--- src/rtl/ram_responder_if.sv ---
// Bus between the CPU controller (master) and the RAM responder (slave).
// Strobes are active-low levels sampled on rising CLK; a request is taken only when the slave is idle and armed.
interface ram_responder_if #(
  parameter int DATA_W = 8,
  parameter int ADDR_W = 8
);
  logic              RAM_RD;
  logic              RAM_WR;
  logic              RAM_MUX;
  logic [ADDR_W-1:0] PC_ADDR;
  logic [ADDR_W-1:0] IR_ADDR;
  logic [DATA_W-1:0] WR_DATA;
  logic [DATA_W-1:0] RD_DATA;
  logic              RD_VALID;
  logic              BUSY;
  logic              ERR;

  // Handshake: master asserts RAM_RD or RAM_WR low; slave raises BUSY the cycle after
  // acceptance, pulses RD_VALID with RD_DATA on read completion, and pulses ERR on an
  // illegal request. A new request needs both strobes sampled high before it is honoured.
  modport master (
    output RAM_RD, RAM_WR, RAM_MUX, PC_ADDR, IR_ADDR, WR_DATA,
    input  RD_DATA, RD_VALID, BUSY, ERR
  );

  modport slave (
    input  RAM_RD, RAM_WR, RAM_MUX, PC_ADDR, IR_ADDR, WR_DATA,
    output RD_DATA, RD_VALID, BUSY, ERR
  );
endinterface

--- src/rtl/ram_responder.sv ---
// Memory-side responder: decodes RAM strobes, runs a wait-stated access on an internal array.
// Optional write protection below PROT_LIMIT is enabled by defining RAM_WP_EN.
module ram_responder #(
  parameter int DATA_W      = 8,
  parameter int ADDR_W      = 8,
  parameter int WAIT_STATES = 1,
  parameter int PROT_LIMIT  = 64
) (
  input  logic              CLK,
  input  logic              Reset_n,
  ram_responder_if.slave    bus,
  output logic [2:0]        dbg_state_o
);

  typedef enum logic [2:0] {
    S_IDLE    = 3'd0,
    S_RD_WAIT = 3'd1,
    S_WR_WAIT = 3'd2,
    S_RD_DONE = 3'd3,
    S_WR_DONE = 3'd4
  } state_e;

  localparam bit          HAS_WAIT  = (WAIT_STATES > 0);
  localparam logic [3:0]  WAIT_LOAD = HAS_WAIT ? 4'(WAIT_STATES - 1) : 4'd0;
  localparam logic [ADDR_W:0] PROT_LIM = (ADDR_W+1)'(PROT_LIMIT);
`ifdef RAM_WP_EN
  localparam bit WP_EN = 1'b1;
`else
  localparam bit WP_EN = 1'b0;
`endif

  state_e            state_q, state_d;
  logic [3:0]        wait_q, wait_d;
  logic              armed_q, armed_d;
  logic              err_q, err_d;
  logic [ADDR_W-1:0] addr_q, addr_d;
  logic [DATA_W-1:0] wdata_q, wdata_d;
  logic [DATA_W-1:0] rdata_q;
  logic              wr_blocked;
  logic              rd_req, wr_req;

  logic [DATA_W-1:0] mem [2**ADDR_W];

  assign rd_req     = ~bus.RAM_RD;
  assign wr_req     = ~bus.RAM_WR;
  assign wr_blocked = WP_EN && ({1'b0, addr_q} < PROT_LIM);

  always_comb begin
    state_d = state_q;
    wait_d  = wait_q;
    armed_d = armed_q;
    err_d   = 1'b0;
    addr_d  = addr_q;
    wdata_d = wdata_q;
    // Re-arming only needs both strobes high; it may happen while an access is running.
    if (bus.RAM_RD && bus.RAM_WR) armed_d = 1'b1;
    case (state_q)
      S_IDLE: begin
        if (armed_q && (rd_req || wr_req)) begin
          armed_d = 1'b0;
          if (rd_req && wr_req) begin
            err_d = 1'b1;
          end else begin
            addr_d = bus.RAM_MUX ? bus.IR_ADDR : bus.PC_ADDR;
            wait_d = WAIT_LOAD;
            if (wr_req) begin
              wdata_d = bus.WR_DATA;
              state_d = HAS_WAIT ? S_WR_WAIT : S_WR_DONE;
            end else begin
              state_d = HAS_WAIT ? S_RD_WAIT : S_RD_DONE;
            end
          end
        end
      end
      S_RD_WAIT: begin
        if (wait_q == 4'd0) state_d = S_RD_DONE;
        else                wait_d  = wait_q - 4'd1;
      end
      S_WR_WAIT: begin
        if (wait_q == 4'd0) state_d = S_WR_DONE;
        else                wait_d  = wait_q - 4'd1;
      end
      S_RD_DONE: state_d = S_IDLE;
      S_WR_DONE: state_d = S_IDLE;
      default:   state_d = S_IDLE;
    endcase
  end

  always_ff @(posedge CLK or negedge Reset_n) begin
    if (!Reset_n) begin
      state_q <= S_IDLE;
      wait_q  <= 4'd0;
      armed_q <= 1'b1;
      err_q   <= 1'b0;
      addr_q  <= '0;
      wdata_q <= '0;
      rdata_q <= '0;
    end else begin
      state_q <= state_d;
      wait_q  <= wait_d;
      armed_q <= armed_d;
      err_q   <= err_d;
      addr_q  <= addr_d;
      wdata_q <= wdata_d;
      // Load read data on entry so RD_DATA is already valid during the RD_DONE cycle.
      if (state_d == S_RD_DONE) rdata_q <= mem[addr_d];
    end
  end

  // The array is not reset; an async reset forces IDLE so an in-flight write never commits.
  always_ff @(posedge CLK) begin
    if (state_q == S_WR_DONE && !wr_blocked) mem[addr_q] <= wdata_q;
  end

  assign bus.RD_DATA  = rdata_q;
  assign bus.RD_VALID = (state_q == S_RD_DONE);
  assign bus.BUSY     = (state_q != S_IDLE);
  assign bus.ERR      = err_q | ((state_q == S_WR_DONE) && wr_blocked);
  assign dbg_state_o  = state_q;

endmodule
--- src/flat_wrapper.sv ---
// flat-port wrapper written by rule: the top's interface ports become plain ports
module ram_responder_flat 
#(
  parameter int DATA_W      = 8,
  parameter int ADDR_W      = 8,
  parameter int WAIT_STATES = 1,
  parameter int PROT_LIMIT  = 64
)
  (CLK, Reset_n, dbg_state_o, bus_RAM_RD, bus_RAM_WR, bus_RAM_MUX, bus_PC_ADDR, bus_IR_ADDR, bus_WR_DATA, bus_RD_DATA, bus_RD_VALID, bus_BUSY, bus_ERR);
  ram_responder_if #(.DATA_W(DATA_W), .ADDR_W(ADDR_W)) bus_i ();
  input  logic CLK;
  input  logic Reset_n;
  output logic [2:0] dbg_state_o;
  input wire logic [$bits(bus_i.RAM_RD)-1:0] bus_RAM_RD;
  input wire logic [$bits(bus_i.RAM_WR)-1:0] bus_RAM_WR;
  input wire logic [$bits(bus_i.RAM_MUX)-1:0] bus_RAM_MUX;
  input wire logic [$bits(bus_i.PC_ADDR)-1:0] bus_PC_ADDR;
  input wire logic [$bits(bus_i.IR_ADDR)-1:0] bus_IR_ADDR;
  input wire logic [$bits(bus_i.WR_DATA)-1:0] bus_WR_DATA;
  output wire logic [$bits(bus_i.RD_DATA)-1:0] bus_RD_DATA;
  output wire logic [$bits(bus_i.RD_VALID)-1:0] bus_RD_VALID;
  output wire logic [$bits(bus_i.BUSY)-1:0] bus_BUSY;
  output wire logic [$bits(bus_i.ERR)-1:0] bus_ERR;
  assign bus_i.RAM_RD = bus_RAM_RD;
  assign bus_i.RAM_WR = bus_RAM_WR;
  assign bus_i.RAM_MUX = bus_RAM_MUX;
  assign bus_i.PC_ADDR = bus_PC_ADDR;
  assign bus_i.IR_ADDR = bus_IR_ADDR;
  assign bus_i.WR_DATA = bus_WR_DATA;
  assign bus_RD_DATA = bus_i.RD_DATA;
  assign bus_RD_VALID = bus_i.RD_VALID;
  assign bus_BUSY = bus_i.BUSY;
  assign bus_ERR = bus_i.ERR;
  ram_responder #(.DATA_W(DATA_W), .ADDR_W(ADDR_W), .WAIT_STATES(WAIT_STATES), .PROT_LIMIT(PROT_LIMIT)) u_core (.CLK(CLK), .Reset_n(Reset_n), .bus(bus_i), .dbg_state_o(dbg_state_o));
endmodule
--- config.mk ---
export PLATFORM = sky130hd
export DESIGN_NAME = ram_responder_flat
export DESIGN_NICKNAME = d
export VERILOG_FILES = /design/src/rtl/ram_responder_if.sv /design/src/rtl/ram_responder.sv /design/src/flat_wrapper.sv
export SDC_FILE = /design/constraint.sdc
export NUM_CORES = 2
export LEC_CHECK = 0
export BUFFER_PORTS_ARGS = -buffer_cell sky130_fd_sc_hd__buf_2
export CAP_MARGIN = 15
export CELL_PAD_IN_SITES_DETAIL_PLACEMENT = 0
export CELL_PAD_IN_SITES_GLOBAL_PLACEMENT = 1
export CORE_MARGIN = 2
export CORE_UTILIZATION = 45
export CTS_BUF_LIST = sky130_fd_sc_hd__clkbuf_8 sky130_fd_sc_hd__clkbuf_16
export DETAILED_ROUTE_END_ITERATION = 8
export PLACE_DENSITY_LB_ADDON = 0.1
export SETUP_SLACK_MARGIN = 0.1
export SYNTH_ARGS = -nofsm -noshare
export SYNTH_HDL_FRONTEND = slang
export SYNTH_SLANG_ARGS = --single-unit
export TNS_END_PERCENT = 100
--- constraint.sdc ---
create_clock -name CLK -period 4.3 [get_ports CLK]
set_clock_uncertainty 0.05 [all_clocks]
set_input_delay 0.86 -clock CLK [delete_from_list [all_inputs] [get_ports CLK]]
set_output_delay 0.86 -clock CLK [all_outputs]
set_load 0.01 [all_outputs]
======== Yosys cells after proc, flatten, opt, wreduce, memory -nomap -nowiden ========
Memories as Yosys holds them, arrays and structs flattened. A register that Yosys moved wholly into a read port is not among the register bits.
Cells that the tools add are included.
storage, ports and cells
  bits in registers ....................... 25
  bits in writable memories ............... 2048
  bits of input ports ..................... 29
  output and inout port bits .............. 14
  logic and storage cells ................. 53
  memories ................................ 1
cells by class
  $add $sub $neg .......................... 1
  equal/unequal tests ..................... 8
  muxes and demuxes ....................... 22
  bitwise logic cells ..................... 3
  reductions and logical operators ........ 12
memory list
  name        words  width  read ports  clocked after Yosys merged registers in  write ports  RTL line             RTL
  u_core.mem  256    8      1           1                                        1            ram_responder.sv:42  logic [DATA_W-1:0] mem [2**ADDR_W];
operator list
  operator                                                count
  2-to-1 mux 8 bit                                        4
  2-to-1 mux 3 bit                                        4
  2-to-1 mux 4 bit                                        3
  == test 3 x 2 -> 1 bit (second input constant)          3
  one-hot mux 3 bit (3 select lines)                      1
  2-to-1 mux 1 bit                                        8
  one-hot mux 4 bit (2 select lines)                      1
  AND reduction 4 bit                                     2
  logical NOT 4 bit                                       1
  inequality test 2 bit (second input constant)           2
  subtractor 4 x 1 -> 4 bit (second input constant)       1
  == test 3 x 1 -> 1 bit (second input constant)          1
  == test 3 bit (second input constant)                   1
  logical AND 1 bit                                       3
  logical NOT 3 bit                                       1
  NOT 1 bit                                               3
  nonzero test 3 bit                                      1
  2-to-1 mux 2 bit                                        1
  inequality test 2 x 1 -> 1 bit (second input constant)  1
  nonzero test 2 bit                                      1
  OR reduction 2 bit                                      1
  logical NOT 1 bit                                       1
  logical OR 1 bit                                        1

======== Depth between registers and ports, before layout ========
  depth after elaboration ................. 6
  gate-level depth with buffers ........... 18

======== Worst setup path after synthesis ========
OpenSTA, ideal clock, no wires.
  path type ............................... register -> register
  start ................................... register u_core.wdata_q[0]
  end ..................................... memory u_core.mem[0][0], data pin
  arrival time ............................ 3179 ps
  required time ........................... 3447 ps
  path slack .............................. 268 ps
  cell stages (with the launch flop) ...... 1
  buffers on the path ..................... 0
  clock period less this slack ............ 4032 ps
  cells stage by stage .................... dfrtp_1
RTL lines
  item                    RTL line              RTL
  from (decl)             ram_responder.sv:37   logic [DATA_W-1:0] wdata_q, wdata_d;
  from (signal assigned)  ram_responder.sv:104  wdata_q <= wdata_d;
  to (decl)               ram_responder.sv:42
No word-level cell before the write port.

======== Final worst setup path ========
  start ................................... register u_core.armed_q
  end ..................................... register u_core.rdata_q[1], in the netlist u_core.bus.RD_DATA[1], read port of u_core.mem
between the ends
  cells in the longest elaborated chain, start to end .. 4
  elaborated cells between the ends (all ways) .. 6
  those cells by class .................... eq/ne: 1; mux: 4; reduce/logical: 1
RTL lines
  item                                RTL line              RTL
  from (decl)                         ram_responder.sv:34   logic armed_q, armed_d;
  from (signal assigned)              ram_responder.sv:101  armed_q <= armed_d;
  logical AND 1 bit (*)               ram_responder.sv:59   if (armed_q && (rd_req || wr_req)) begin
  2-to-1 mux 3 bit                    ram_responder.sv:59
  one-hot mux 3 bit (3 select lines)  ram_responder.sv:57   case (state_q)
  == test 3 x 2 -> 1 bit              ram_responder.sv:106  if (state_d == S_RD_DONE) rdata_q <= mem[addr_d];
  to (decl)                           ram_responder.sv:38   logic [DATA_W-1:0] rdata_q;
Every way passes the cells marked *; elsewhere a longest branch is shown, timed or not.
A chain may end at the register's enable or synchronous reset.

==> metrics.md <==
| Metric | Value |
|---|---|
| DRT antenna net count | 0 |
| Sequential share of power | 0.349 |
| Post-Route WL | 286000 microns |
| Fin. Hold Viols | 0 |
| Max_cap viols | 0 |
| Period utilization | 0.961 |
| CP startpoint kind | register |
| VDD IR-drop max | 1420 uV |
| Hold Path Class | in2async |
| Critical path type | reg2reg |
| Layout Nets | 5946 |
| Routed len/inst | 33.3 microns |
| Hold_buf cts | 0 |
| Clock share of power | 0.250 |
| CORE AREA | 185000 sq um |
| Design internal power | 47000 uW |
| Final Total Pwr | 75600 uW |
| Final Max Tran Viols | 0 |
| Number of buffers added on ports | 42 |
| CTS Buffer Depth | 3 |
| Vias in the first global route | 50.8k |
| Mean post-synth cell area | 16.0 sq um |
| Die area | 190000 sq um |
| Worst-margin pin slew | 1180 ps |
| Final setup viols | 0 |
| Register area share after synthesis | 0.742 |
| Starting Density | 0.453 |
| Psw | 28600 uW |
| Post-DP HPWL | 187000 microns |
| GRT Total Usage | 0.297 |
| Asr flop ratio synth | 0.0159 |
| Yosys warning total | 0 |
| Cells on worst reg2reg path | 14 |
| Worst Setup End Kind | register |
| Period minus WS final | 4130 ps |
| Worst slew margin | 0.201 |
| Mapped cell area | 84100 sq um |
| Overflow after GRT | 0 |
| Largest net degree at the start of global routing | 161 |
| Logic pwr share | 0.402 |
| Fmax | 0.242 GHz |
| Area Growth Syn to Fin | 18.9% |
| Status | complete, no violations |
| Yosys cell types | 87 |
| RSZ-0062 raised after global routing | true |
| TritonCTS Buffers | 216 |
| H-tree depth | 4 |
| CTS tree | done |
| Vias/cell | 6.17 |
| WHS | 110 ps |
| GPL Wtd Cong | 0.912 |
| CP required | 4980 ps |
| Crit path max fanout | 9 |
| Sw Ratio | 0.378 |
| Share of cells above drive strength 1 | 0.232 |
| CTS Sinks | 2081 |
| Root buffer cell | clkbuf_16 |
| Die W | 436 microns |
| Global-route wire length before repair | 400000 microns |
| IO Pins | 43 |
| Initial antenna violation count | 14 |
| DRT Pass-1 Iters | 6 |
| Vias after detailed routing | 53.0k |
| Worst EP arrival | 4810 ps |
| Clock Latency Late Sink | 880 ps |
| Pwr per Cell Area | 757 nW/um^2 |
| # rows | 158 |
| P_leak | 0.0345 uW |
| Primary FF master, synth | edfxtp_1 |
| Syn_nets | 5287 |
| Post-synth EDFFs | 2048 |
| Die extent in y | 436 microns |
| Cell count after synthesis | 5256 |
| Initial drt markers | 7042 |
| Post-route DRC | 0 |
| Yosys reg bits | 2081 |
| Worst-path clk slew | 70 ps |
worst paths after layout:
path	end	slack (ps)	from
min in group CLK	u_core.wdata_q[6]	180	bus_WR_DATA[6]
worst max register to register	u_core.bus.RD_DATA[1]	170	u_core.armed_q
worst min register to register	u_core.bus.ERR	500	u_core.armed_q
worst min-delay path	u_core.bus.RD_DATA[2]	110	Reset_n
max in group asynchronous	u_core.wdata_q[7]	3500	Reset_n
worst max-delay path	u_core.bus.RD_DATA[1]	170	u_core.armed_q
final cells by class:
class / instances / area (sq um)
inverter: 17 / 97.6
multi-input combinational: 2784 / 20000
tap: 2480 / 3100
antenna: 4 / 10.0
clock inverter: 172 / 1520
fill: 15110 / 85500
sequential: 2081 / 62400
clock buffer: 229 / 5620
timing repair buffer: 815 / 7180
metrics by stage:
stage | util | setup slack, ps | cells | instance area (sq um) | TNS, ps
2_1_floorplan | - | 268 | 5256 | 84100 | 0
3_3_place_gp | 0.499 | -893 | 8173 | 92600 | -2630
3_5_place_dp | 0.500 | -880 | 8174 | 92600 | -2640
4_1_cts | 0.538 | 78.9 | 8577 | 99800 | 0
5_1_grt | 0.539 | 66.1 | 8578 | 99900 | 0
6_report | 0.539 | 168 | 8582 | 99900 | 0
what timing repair did:
| item | CTS | global route |
|---|---|---|
| pin swaps | 1 | 0 |
| resized for setup | 9 | 15 |
| setup buffers | 2 | 1 |
| gates cloned | 0 | 0 |
| endpoints found under the setup margin | 6 | 8 |
flip-flops by register name, indices dropped and copies added (netlist names):
register,cells
u_core.bus.ERR,1
u_core.dbg_state_o,3
u_core.bus.RD_DATA,8
u_core.armed_q,1
u_core.addr_q,8
u_core.wait_q,4
u_core.wdata_q,8
u_core.mem,2048
power groups by stage:
stage | clock network, uW | logic (uW) | registers, uW
final | 18900 | 30400 | 26400
after floorplan | 0 | 13000 | 28000
after detailed placement | 0 | 29800 | 26800
after global routing | 19900 | 31500 | 26400
after global placement | 0 | 29700 | 26700
after CTS | 19100 | 30000 | 26300
cell usage in the layout, fill, tap and decap left out, drive strengths merged, types with 59 or more instances in the layout:
cell / n
a21oi: 278
buf: 815
clkbuf: 229
clkinv: 102
edfxtp: 2048
inv: 59
mux2i: 340
mux4: 161
nand2: 478
nand3: 199
nand4: 65
nor2: 305
nor3: 59
o21ai: 156
o221ai: 83
o22ai: 99
worst max-delay path, cell delays in order, from the launching register on:
cell      delay (ps)
dfstp_2          580
or4b_1           460
buf_4            220
nor2_4           210
mux2i_4          430
buf_4            190
buf_4            210
nor2_1           100
buf_12           170
a311oi_1         250
buf_4            230
a32oi_2          170
nor4_1           460
buf_4            210
a211oi_1          40
cells in the mapped netlist (18+ instances only):
cell type	instances	area (sq um)
a211oi_1	57	428
nand2b_1	32	200
nand4_1	65	407
nand2_1	475	1780
buf_2	83	415
mux4_2	161	3630
nor3_1	58	290
o22ai_1	99	619
clkbuf_1	188	706
buf_6	35	394
mux2_2	37	417
edfxtp_1	2048	61500
nand3_1	198	991
o221ai_1	83	727
a21oi_1	278	1390
o311ai_0	18	158
o21ai_0	154	771
and3_1	37	231
buf_4	36	270
nor4_1	45	282
a311oi_1	21	184
nor2_1	303	1140
a31oi_1	21	131
o31ai_1	30	225
mux2i_1	340	3400
dfrtp_1	32	801
buf_1	28	105
a22o_1	30	263
layer usage:
layer / vias up / global-route usage / part of all wire
li1: 22238 / - / -
met1: 27631 / 0.436 / 0.43
met2: 2666 / 0.452 / 0.45
met3: 428 / 0.0486 / 0.082
met4: 6 / 0.101 / 0.035
met5: - / 0 / 0.00012
kinds of logic (layout without fill, tap and decap cells):
group	after synthesis	count (layout)	share of synthesized area
other	0	4	0
and+or+nand+nor	1277	1277	0.0690
DFF	2081	2081	0.742
buffers and inverters	391	1233	0.0240
AOI/OAI and AO/OA	962	962	0.0761
muxes	538	538	0.0886
xor gates and xnor gates	5	5	0.000521
adders and majority gates	2	2	0.000298
(Power assumes the default switching activity.)
